`src/rtl/adder_nibble_seq.sv`:
```
// adder_nibble_seq: nibble-serial wide adder with valid/ready on both sides.
// Operands are captured on acceptance. One 4-bit slice add runs per clock,
// LSB nibble first, with the carry registered between nibbles. The wide sum
// and the final carry are then held until the consumer takes them.
// Optional feature: define ADDER_NIBBLE_SEQ_SUB_EN to add a 'sub' input.
// When sub=1 the block computes a - b; cout=1 then means no borrow.
module adder_nibble_seq #(
  parameter int NIBBLES = 4
) (
  input  logic                 clk,
  input  logic                 rst_n,
  input  logic                 in_valid,
  output logic                 in_ready,
  input  logic [4*NIBBLES-1:0] a,
  input  logic [4*NIBBLES-1:0] b,
`ifdef ADDER_NIBBLE_SEQ_SUB_EN
  input  logic                 sub,
`endif
  output logic                 out_valid,
  input  logic                 out_ready,
  output logic [4*NIBBLES-1:0] sum,
  output logic                 cout
);

  localparam int IDX_W = (NIBBLES > 1) ? $clog2(NIBBLES) : 1;
  localparam logic [IDX_W-1:0] LAST_IDX = IDX_W'(NIBBLES - 1);

  // ST_RESET keeps in_ready low while rst_n is asserted. IDLE is entered on
  // the first clock after reset is released.
  typedef enum logic [1:0] {
    ST_RESET,
    ST_IDLE,
    ST_RUN,
    ST_DONE
  } state_t;

  state_t                   state_q;
  state_t                   state_d;
  logic                     accept;
  logic                     last;

  logic [NIBBLES-1:0][3:0]  a_q;
  logic [NIBBLES-1:0][3:0]  b_q;
  logic [NIBBLES-1:0][3:0]  sum_q;
  logic [IDX_W-1:0]         idx_q;
  logic                     carry_q;
  logic                     cout_q;
  logic                     carry_init;

  logic [3:0]               nib_b;
  logic [4:0]               nib_sum;

`ifdef ADDER_NIBBLE_SEQ_SUB_EN
  logic                     sub_q;
  assign carry_init = sub;
`else
  assign carry_init = 1'b0;
`endif

  // State register.
  always_ff @(posedge clk) begin
    // NOTE: sequential state uses non-blocking assignments so that every
    // flop samples the values from before the clock edge.
    if (!rst_n) begin
      state_q <= ST_RESET;
    end else begin
      state_q <= state_d;
    end
  end

  // Next-state logic and handshake outputs.
  always_comb begin
    // NOTE: every output gets a default first, so no path leaves a signal
    // unassigned and no latch is inferred.
    state_d   = state_q;
    in_ready  = 1'b0;
    out_valid = 1'b0;
    accept    = 1'b0;
    last      = 1'b0;
    case (state_q)
      ST_RESET: begin
        state_d = ST_IDLE;
      end
      ST_IDLE: begin
        in_ready = 1'b1;
        if (in_valid) begin
          accept  = 1'b1;
          state_d = ST_RUN;
        end
      end
      ST_RUN: begin
        if (idx_q == LAST_IDX) begin
          last    = 1'b1;
          state_d = ST_DONE;
        end
      end
      ST_DONE: begin
        out_valid = 1'b1;
        if (out_ready) begin
          state_d = ST_IDLE;
        end
      end
      default: begin
        state_d = ST_RESET;
      end
    endcase
  end

  // The 4-bit add slice on the current nibble. Subtraction inverts b here.
  always_comb begin
    nib_b = b_q[idx_q];
`ifdef ADDER_NIBBLE_SEQ_SUB_EN
    nib_b = nib_b ^ {4{sub_q}};
`endif
    nib_sum = {1'b0, a_q[idx_q]} + {1'b0, nib_b} + {4'b0000, carry_q};
  end

  // Operand capture on acceptance.
  always_ff @(posedge clk) begin
    // NOTE: the operand registers have no reset. They are always loaded on
    // acceptance before they are read, so a reset would only add routing.
    if (accept) begin
      a_q <= a;
      b_q <= b;
    end
  end

  // Nibble sequencing: write the sum, propagate the carry, advance the index.
  always_ff @(posedge clk) begin
    if (!rst_n) begin
      sum_q   <= '0;
      idx_q   <= '0;
      carry_q <= 1'b0;
      cout_q  <= 1'b0;
`ifdef ADDER_NIBBLE_SEQ_SUB_EN
      sub_q   <= 1'b0;
`endif
    end else if (accept) begin
      idx_q   <= '0;
      carry_q <= carry_init;
`ifdef ADDER_NIBBLE_SEQ_SUB_EN
      sub_q   <= sub;
`endif
    end else if (state_q == ST_RUN) begin
      sum_q[idx_q] <= nib_sum[3:0];
      carry_q      <= nib_sum[4];
      idx_q        <= last ? '0 : idx_q + 1'b1;
      if (last) begin
        cout_q <= nib_sum[4];
      end
    end
  end

  assign sum  = sum_q;
  assign cout = cout_q;

endmodule
```
`config.mk`:
```
export PLATFORM = sky130hd
export DESIGN_NAME = adder_nibble_seq
export DESIGN_NICKNAME = d
export VERILOG_FILES = /design/src/rtl/adder_nibble_seq.sv
export SDC_FILE = /design/constraint.sdc
export NUM_CORES = 1
export LEC_CHECK = 0
export BUFFER_PORTS_ARGS = -buffer_cell sky130_fd_sc_hd__buf_4
export CELL_PAD_IN_SITES_DETAIL_PLACEMENT = 1
export CELL_PAD_IN_SITES_GLOBAL_PLACEMENT = 1
export CORE_MARGIN = 4
export CORE_UTILIZATION = 45
export DETAILED_ROUTE_END_ITERATION = 12
export GPL_TIMING_DRIVEN = 0
export PLACE_DENSITY = 0.93
export SYNTH_ARGS = -nofsm -noshare
export SYNTH_HDL_FRONTEND = slang
export SYNTH_SLANG_ARGS = --single-unit
```
`constraint.sdc`:
```
create_clock -name clk -period 3.75 [get_ports clk]
set_input_delay 0.375 -clock clk [delete_from_list [all_inputs] [get_ports clk]]
set_output_delay 0.375 -clock clk [all_outputs]
set_load 0.02 [all_outputs]
```
; ---- Word level (Yosys, flattened, before mapping)
; Index checks and enable logic that the tools add are counted.
; Widths: inputs -> output; s select.
[totals]
output_inout_bits = 19
ff_bits = 54
word_cells = 54
input_bits = 36
[op_classes]
n_reduce_logical = 6
bitwise_logic = 2
muxes = 18
magnitude_cmp = 2
n_eq_ne = 7
add_sub_neg = 3
[ops]
columns = cell, count
row1 = $bmux 4 s2, 2
row2 = $bwmux 16, 1
row3 = $mux 4, 3
row4 = $demux 4 s2, 1
row5 = $mux 2, 4
row6 = $pmux 2 s4, 1
row7 = $eq 2x2->1 const B, 3
row8 = $mux 1, 6
row9 = $ne 2x2->1 const B, 3
row10 = $reduce_and 3->1, 2
row11 = $add 4x4->5, 1
row12 = $add 5x1->5, 1
row13 = $lt 2x3->1 const B, 1
row14 = $add 2x1->2 const B, 1
row15 = $eq 2x1->1 const B, 1
row16 = $ge 2x1->1 const B, 1
row17 = $logic_not 2->1, 1
row18 = $not 1->1, 2
row19 = $reduce_and 2->1, 1
row20 = $reduce_or 2->1, 1
row21 = $logic_and 1x1->1, 1

; ---- Logic depth before layout (Yosys ltp)
[logic_depth]
ltp_word = 5
mapped_depth = 9
mapped_depth_nobuf = 8

; ---- Least setup slack after synthesis
; OpenSTA, ideal clock, no wires.
[synth_path]
path_type = flip-flop to flip-flop
startpoint = register idx_q[0]
endpoint = register cout_q, in the netlist cout
period_less_slack_ps = 2311
setup_time_ps = 129
n_path_buf = 1
arrival_ps = 2182
required_time_ps = 3621
slack_ps = 1439
stages_incl_launch_ff = 10
path_cell_list = dfxtp_1 > buf_4 > mux4_2 > inv_1 > fa_1 > inv_1 > fa_1 > a21o_2 > a21oi_1 > a311oi_1
[synth_via]
elab_chain_len = 4
elab_cells_between_ends = 10
classes_between = 2 x add/sub / 1 x eq/ne / 6 x mux / 1 x reduce/logical
[synth_lines]
columns = element, line
row1 = "start, declared", 45  ; logic [IDX_W-1:0] idx_q;
row2 = "start signal, assigned", 147  ; idx_q <= last ? '0 : idx_q + 1'b1;
row3 = "$bmux 4 s2, or another cell as far along", 115  ; nib_sum = {1'b0, a_q[idx_q]} + {1'b0, nib_b} + {4'b0000, carry_q};
row4 = "$mux 4 (implied by the code), or another cell as far along", 115
row5 = $add 4x4->5 / $mux 1 (equally long branches), "115, 80"
row6 = $add 5x1->5 / $reduce_and 3->1 (equally long branches), --
row7 = "end signal, assigned", 149  ; cout_q <= nib_sum[4];
row8 = "end, declared", 47  ; logic cout_q;
; Several ways; a longest one is shown, not always the timed one. The select of a mux whose other input is x is not followed.
; A chain may end at the register's enable or synchronous reset.

; ---- Worst setup path after layout
[layout_path]
startpoint = register idx_q[0]
endpoint = register sum_q (netlist bit sum[14])
[layout_via]
elab_chain_len = 5
elab_cells_between_ends = 12
classes_between = 2 x add/sub / 2 x order compare / 7 x mux / 1 x reduce/logical
[layout_lines]
columns = element, line
row1 = "$bmux 4 s2, or another cell as far along", 115
row2 = "$mux 4 (implied by the code), or another cell as far along", 115
row3 = $add 4x4->5 / $mux 4 (equally long branches), "115, 145"
row4 = $add 5x1->5 / $demux 4 s2 (equally long branches), "115, 145"
row5 = $bwmux 16 (*), 145  ; sum_q[idx_q] <= nib_sum[3:0];
row6 = "end signal, assigned by index", 145
row7 = "end, declared", 44  ; logic [NIBBLES-1:0][3:0] sum_q;
; Mark *: on every way between the ends. The rest lies on a longest branch, timed or not. The select of a mux whose other input is x is not followed.

==> impl.org <==
** STA
- After layout, the worst setup slack is 1.19 ns.
- Achievable frequency :: 0.391 GHz
- Measured against its own limit, the worst slew margin works out to 21.4%.
- The final hold violation count is 0.
- RSZ-0062 raised after global routing :: no
- Count of endpoints failing setup in the final report :: 0
- Post-route minimum period :: 2.56 ns
- For the final database, setup skew stands at 0.00698 ns.
- Number of max-slew violations in the final report :: 0
- Setup total negative slack :: 0 ns
- For the pin with the worst max-slew slack, the measured transition is 1.18 ns.
- Final period utilization :: 68.2%

** Setup path
- STA classifies the critical path endpoint as a flop.
- Cells along the critical path :: buf_4 -> mux4_2 -> inv_1 -> fa_1 -> inv_1 -> fa_1 -> xnor2_1 -> a211oi_1
- Crit Path Category :: flop to flop
- Data required, critical path :: 3.94 ns
- CP Max Fanout :: 9
- The worst setup path is launched from a flop.
- Reg2reg path depth :: 8
- Endpoint of the worst register-to-register path :: sum[14]
- Data arrives at the worst endpoint at 2.75 ns.
- Register-to-register setup slack :: 1.19 ns
- In this run the critical register-to-register path is launched from idx_q[0].
- Largest incremental delay on the critical path :: 0.52 ns
- Among all stages on the critical path, the largest delay is contributed by sky130_fd_sc_hd__mux4_2.
- Grouping stages by cell kind, the critical path spends the most delay in adder cells.
- WP buf/inv :: 3

** Clocking
- Buffer depth of the longest clock path :: 2
- Clock-pin transition on the worst setup and hold timing paths :: 0.10 ns
- The clock tree synthesis step divided the H-tree into 2 levels.
- In this run the post-CTS setup repair buffer count came out at 0.
- Cts bufs inserted :: 5
- Clock Sinks :: 54
- Resize count post-CTS :: 0
- The tree is rooted in a sky130_fd_sc_hd__clkbuf_8.
- TritonCTS built the clock tree.
- Clock latency on the worst-skew pair :: 0.31 ns
- # hold bufs at CTS :: 0

** Floorplan
- Initial cell density of the core :: 47.4%
- Row count :: 25
- During I/O placement, the number of pins put on the boundary was 55.
- Height of the die :: 79.5 um
- The floorplan step defined a core boundary enclosing 0.00485 mm^2.
- Die Width :: 79.5 um
- Die outline area :: 0.00632 mm^2

** Synth
- Avg Synthesized Cell Area :: 13.7 um^2
- FFs w/ async S/R, synth :: 0%
- In the synthesized netlist the dominant register cell turns out to be sky130_fd_sc_hd__edfxtp_1.
- Yosys mapped the design onto 32 distinct sky130hd cell types.
- Yosys mapped a number of flops with a built-in enable equal to 32.
- Number of warnings issued by yosys :: 0
- Synthesized cell area :: 0.00230 mm^2
- Synthesis inferred 54 register bits.
- Seq/Total Area, Yosys :: 60.9%
- Cell count after synthesis :: 168
- Syn nets :: 217

** Placement
- Number of placed cells counting well taps :: 289
- Half-perimeter wire length of the detailed placement result :: 3.74 mm
- Number of buffers added on ports :: 54
- Routability Congestion :: 0.766
- Prior to clock tree synthesis, the placed netlist has a worst setup slack of 1.16 ns.

** Final layout
- Finished Layout Cells :: 297
- 0 antenna diodes ended up in the layout.
- Area growth syn-to-layout :: 25.4%
- The final layout contains 278 nets.
- The post-route netlist has 35.7% of its cells at a drive strength greater than 1.

** Run
- Max-cap violations :: 0

** Global routing
- Pin count of the biggest net entering global routing :: 33
- Sum of overflow across all layers after global routing :: 0
- The via count of the first global-routing pass came to 1,646.
- The first global-routing pass estimated 8.08 mm of wire.
- Initial antenna violation count :: 0
- Global routing used 16.9% of the available tracks.

** Run status
- Outcome :: complete, no violations

** Power
- The internal portion of the total power is 1.11 mW.
- Switching part of the total power :: 33.6%
- Power density over the cells :: 578 mW/mm^2
- Leakage power :: 1.11 nW
- For this design the total switching power over the nets is 0.560 mW.
- Combinational cells account for 33.8% of the total power.
- In this run, the clock network consumes 20.2% of the power.
- The share of total power dissipated in sequential elements is 45.9%.
- Largest voltage drop on the vdd net :: 0.367 mV

** Detailed routing
- Total DRC errors in the routed layout :: 0
- In the routed layout, each cell is associated on average with a via count of 5.06.
- Wire per inst :: 16.0 um
- Initial DRC count :: 58
- Before antenna repair, the detailed router went through 4 iterations.
- Detail Route Antenna Nets :: 0
- The detailed router placed 1,503 vias in this run.
- The routed design has 4.74 mm of wire.

** Min path
- For hold timing, the worst endpoint is b_q[14].
- In this run the worst hold path is classified as input port to flop.
- Number of cells on the worst hold path :: 1
- In this run the most critical hold path is launched from b[14].
-- Yosys cell counts, types with 2 or more instances --
master                     instances  share of area [%]
sky130_fd_sc_hd__inv_1            10                1.6
sky130_fd_sc_hd__a211oi_1          9                2.9
sky130_fd_sc_hd__fa_1              2                1.7
sky130_fd_sc_hd__buf_2             2               0.44
sky130_fd_sc_hd__ha_1             11                6.0
sky130_fd_sc_hd__o311ai_1          3                1.1
sky130_fd_sc_hd__nand3_1           4               0.87
sky130_fd_sc_hd__mux4_2            8                7.8
sky130_fd_sc_hd__a21oi_1           6                1.3
sky130_fd_sc_hd__buf_4             3               0.98
sky130_fd_sc_hd__nor3_1            2               0.44
sky130_fd_sc_hd__nor2_1           11                1.8
sky130_fd_sc_hd__and2_1            5                1.4
sky130_fd_sc_hd__a31oi_1           2               0.54
sky130_fd_sc_hd__nand4_1           4                1.1
sky130_fd_sc_hd__edfxtp_1         32                 42
sky130_fd_sc_hd__nand2_1          14                2.3
sky130_fd_sc_hd__dfxtp_1          22                 19
sky130_fd_sc_hd__and4_1            2               0.76
sky130_fd_sc_hd__nand2b_1          4                1.1
-- cell type report --
class                   instances  area [um^2]
plain buffers                   8         51.3
clock buffers                   5         68.8
clock inverters                 3         25.0
fillers                       513         1970
inverters                      10         37.5
multi-input cells              96          810
flip-flops and latches         54         1400
well taps                      67         83.8
repair buffers                 54          405
-- metal layers --
| metal | part of all wire [%] | global-route usage (%) | wire length [um] | vias up |
|---|---|---|---|---|
| li1 | - | - | - | 741 |
| met1 | 41 | 20.6 | 1960 | 713 |
| met2 | 50 | 28.3 | 2380 | 43 |
| met3 | 6.9 | 5.30 | 329 | 6 |
| met4 | 1.4 | 5.67 | 67 | 0 |
| met5 | 0 | 0 | 0 | - |
-- power groups by stage --
stage / registers (mW) / clock network, mW / logic, mW
after CTS: 0.767 / 0.343 / 0.571
after global placement: 0.774 / 0 / 0.546
final: 0.765 / 0.338 / 0.564
after detailed placement: 0.781 / 0 / 0.570
after floorplan: 0.787 / 0 / 0.374
after global routing: 0.775 / 0.376 / 0.635
-- sequential cells by signal (all words and copies together), names as in the netlist --
| name | cells |
|---|---|
| a_q | 16 |
| b_q | 16 |
| sum | 16 |
| idx_q | 2 |
| state_q | 2 |
| carry_q | 1 |
| cout | 1 |
-- cells in the final DEF, fill, tap and decap left out, drive strengths merged --
cell type and count:
and2 6, buf 61, nand2b 4, nand2 14
fa 2, a21o 1, nor2 11, edfxtp 32
clkbuf 6, a211oi 9, clkinv 1, dfxtp 22
ha 11, a311oi 1, o311ai 4, nand4 4
and4 2, nand3b 1, xnor2 1, nand3 4
mux2 1, a31oi 2, mux2i 1, nor3 2
mux4 8, a21oi 7, inv 11, clkinvlp 1
-- through the flow --
stage / hold slack, ns / instance area (um^2) / total power, mW / utilization [%]
final: 0.227 / 2880 / 1.67 / 59.5
after global routing: 0.205 / 2880 / 1.79 / 59.5
after CTS: 0.218 / 2880 / 1.68 / 59.5
after detailed placement: 0.457 / 2790 / 1.35 / 57.5
after global placement: 0.443 / 2790 / 1.32 / 57.5
after floorplan: 0.463 / 2300 / 1.16 / -
-- worst max path at each step --
stage / start / end / cells past startpoint
floorplan: idx_q[0] / cout / 9
global placement: idx_q[0] / cout / 9
detailed placement: idx_q[0] / cout / 9
CTS: idx_q[0] / cout / 9
global route: idx_q[0] / sum[6] / 8
finish: idx_q[0] / sum[14] / 8
-- worst reg2reg max path, delay by kind of cell (launching register included) --
family | cells | cell delay, ns
compound gates | 1 | 0.14
fa+ha+maj | 2 | 0.59
xor+xnor | 1 | 0.43
buf+inv | 3 | 0.39
flops | 1 | 0.37
mux | 1 | 0.52
-- cells by family after synthesis --
logic type | Yosys count | synth area share, %
flops | 54 | 60.9
mux | 10 | 8.76
buf+inv | 18 | 3.86
simple gates | 48 | 10.6
fa+ha+maj | 13 | 7.73
compound gates | 24 | 7.78
xor+xnor | 1 | 0.381
(Power assumes the default switching activity.)
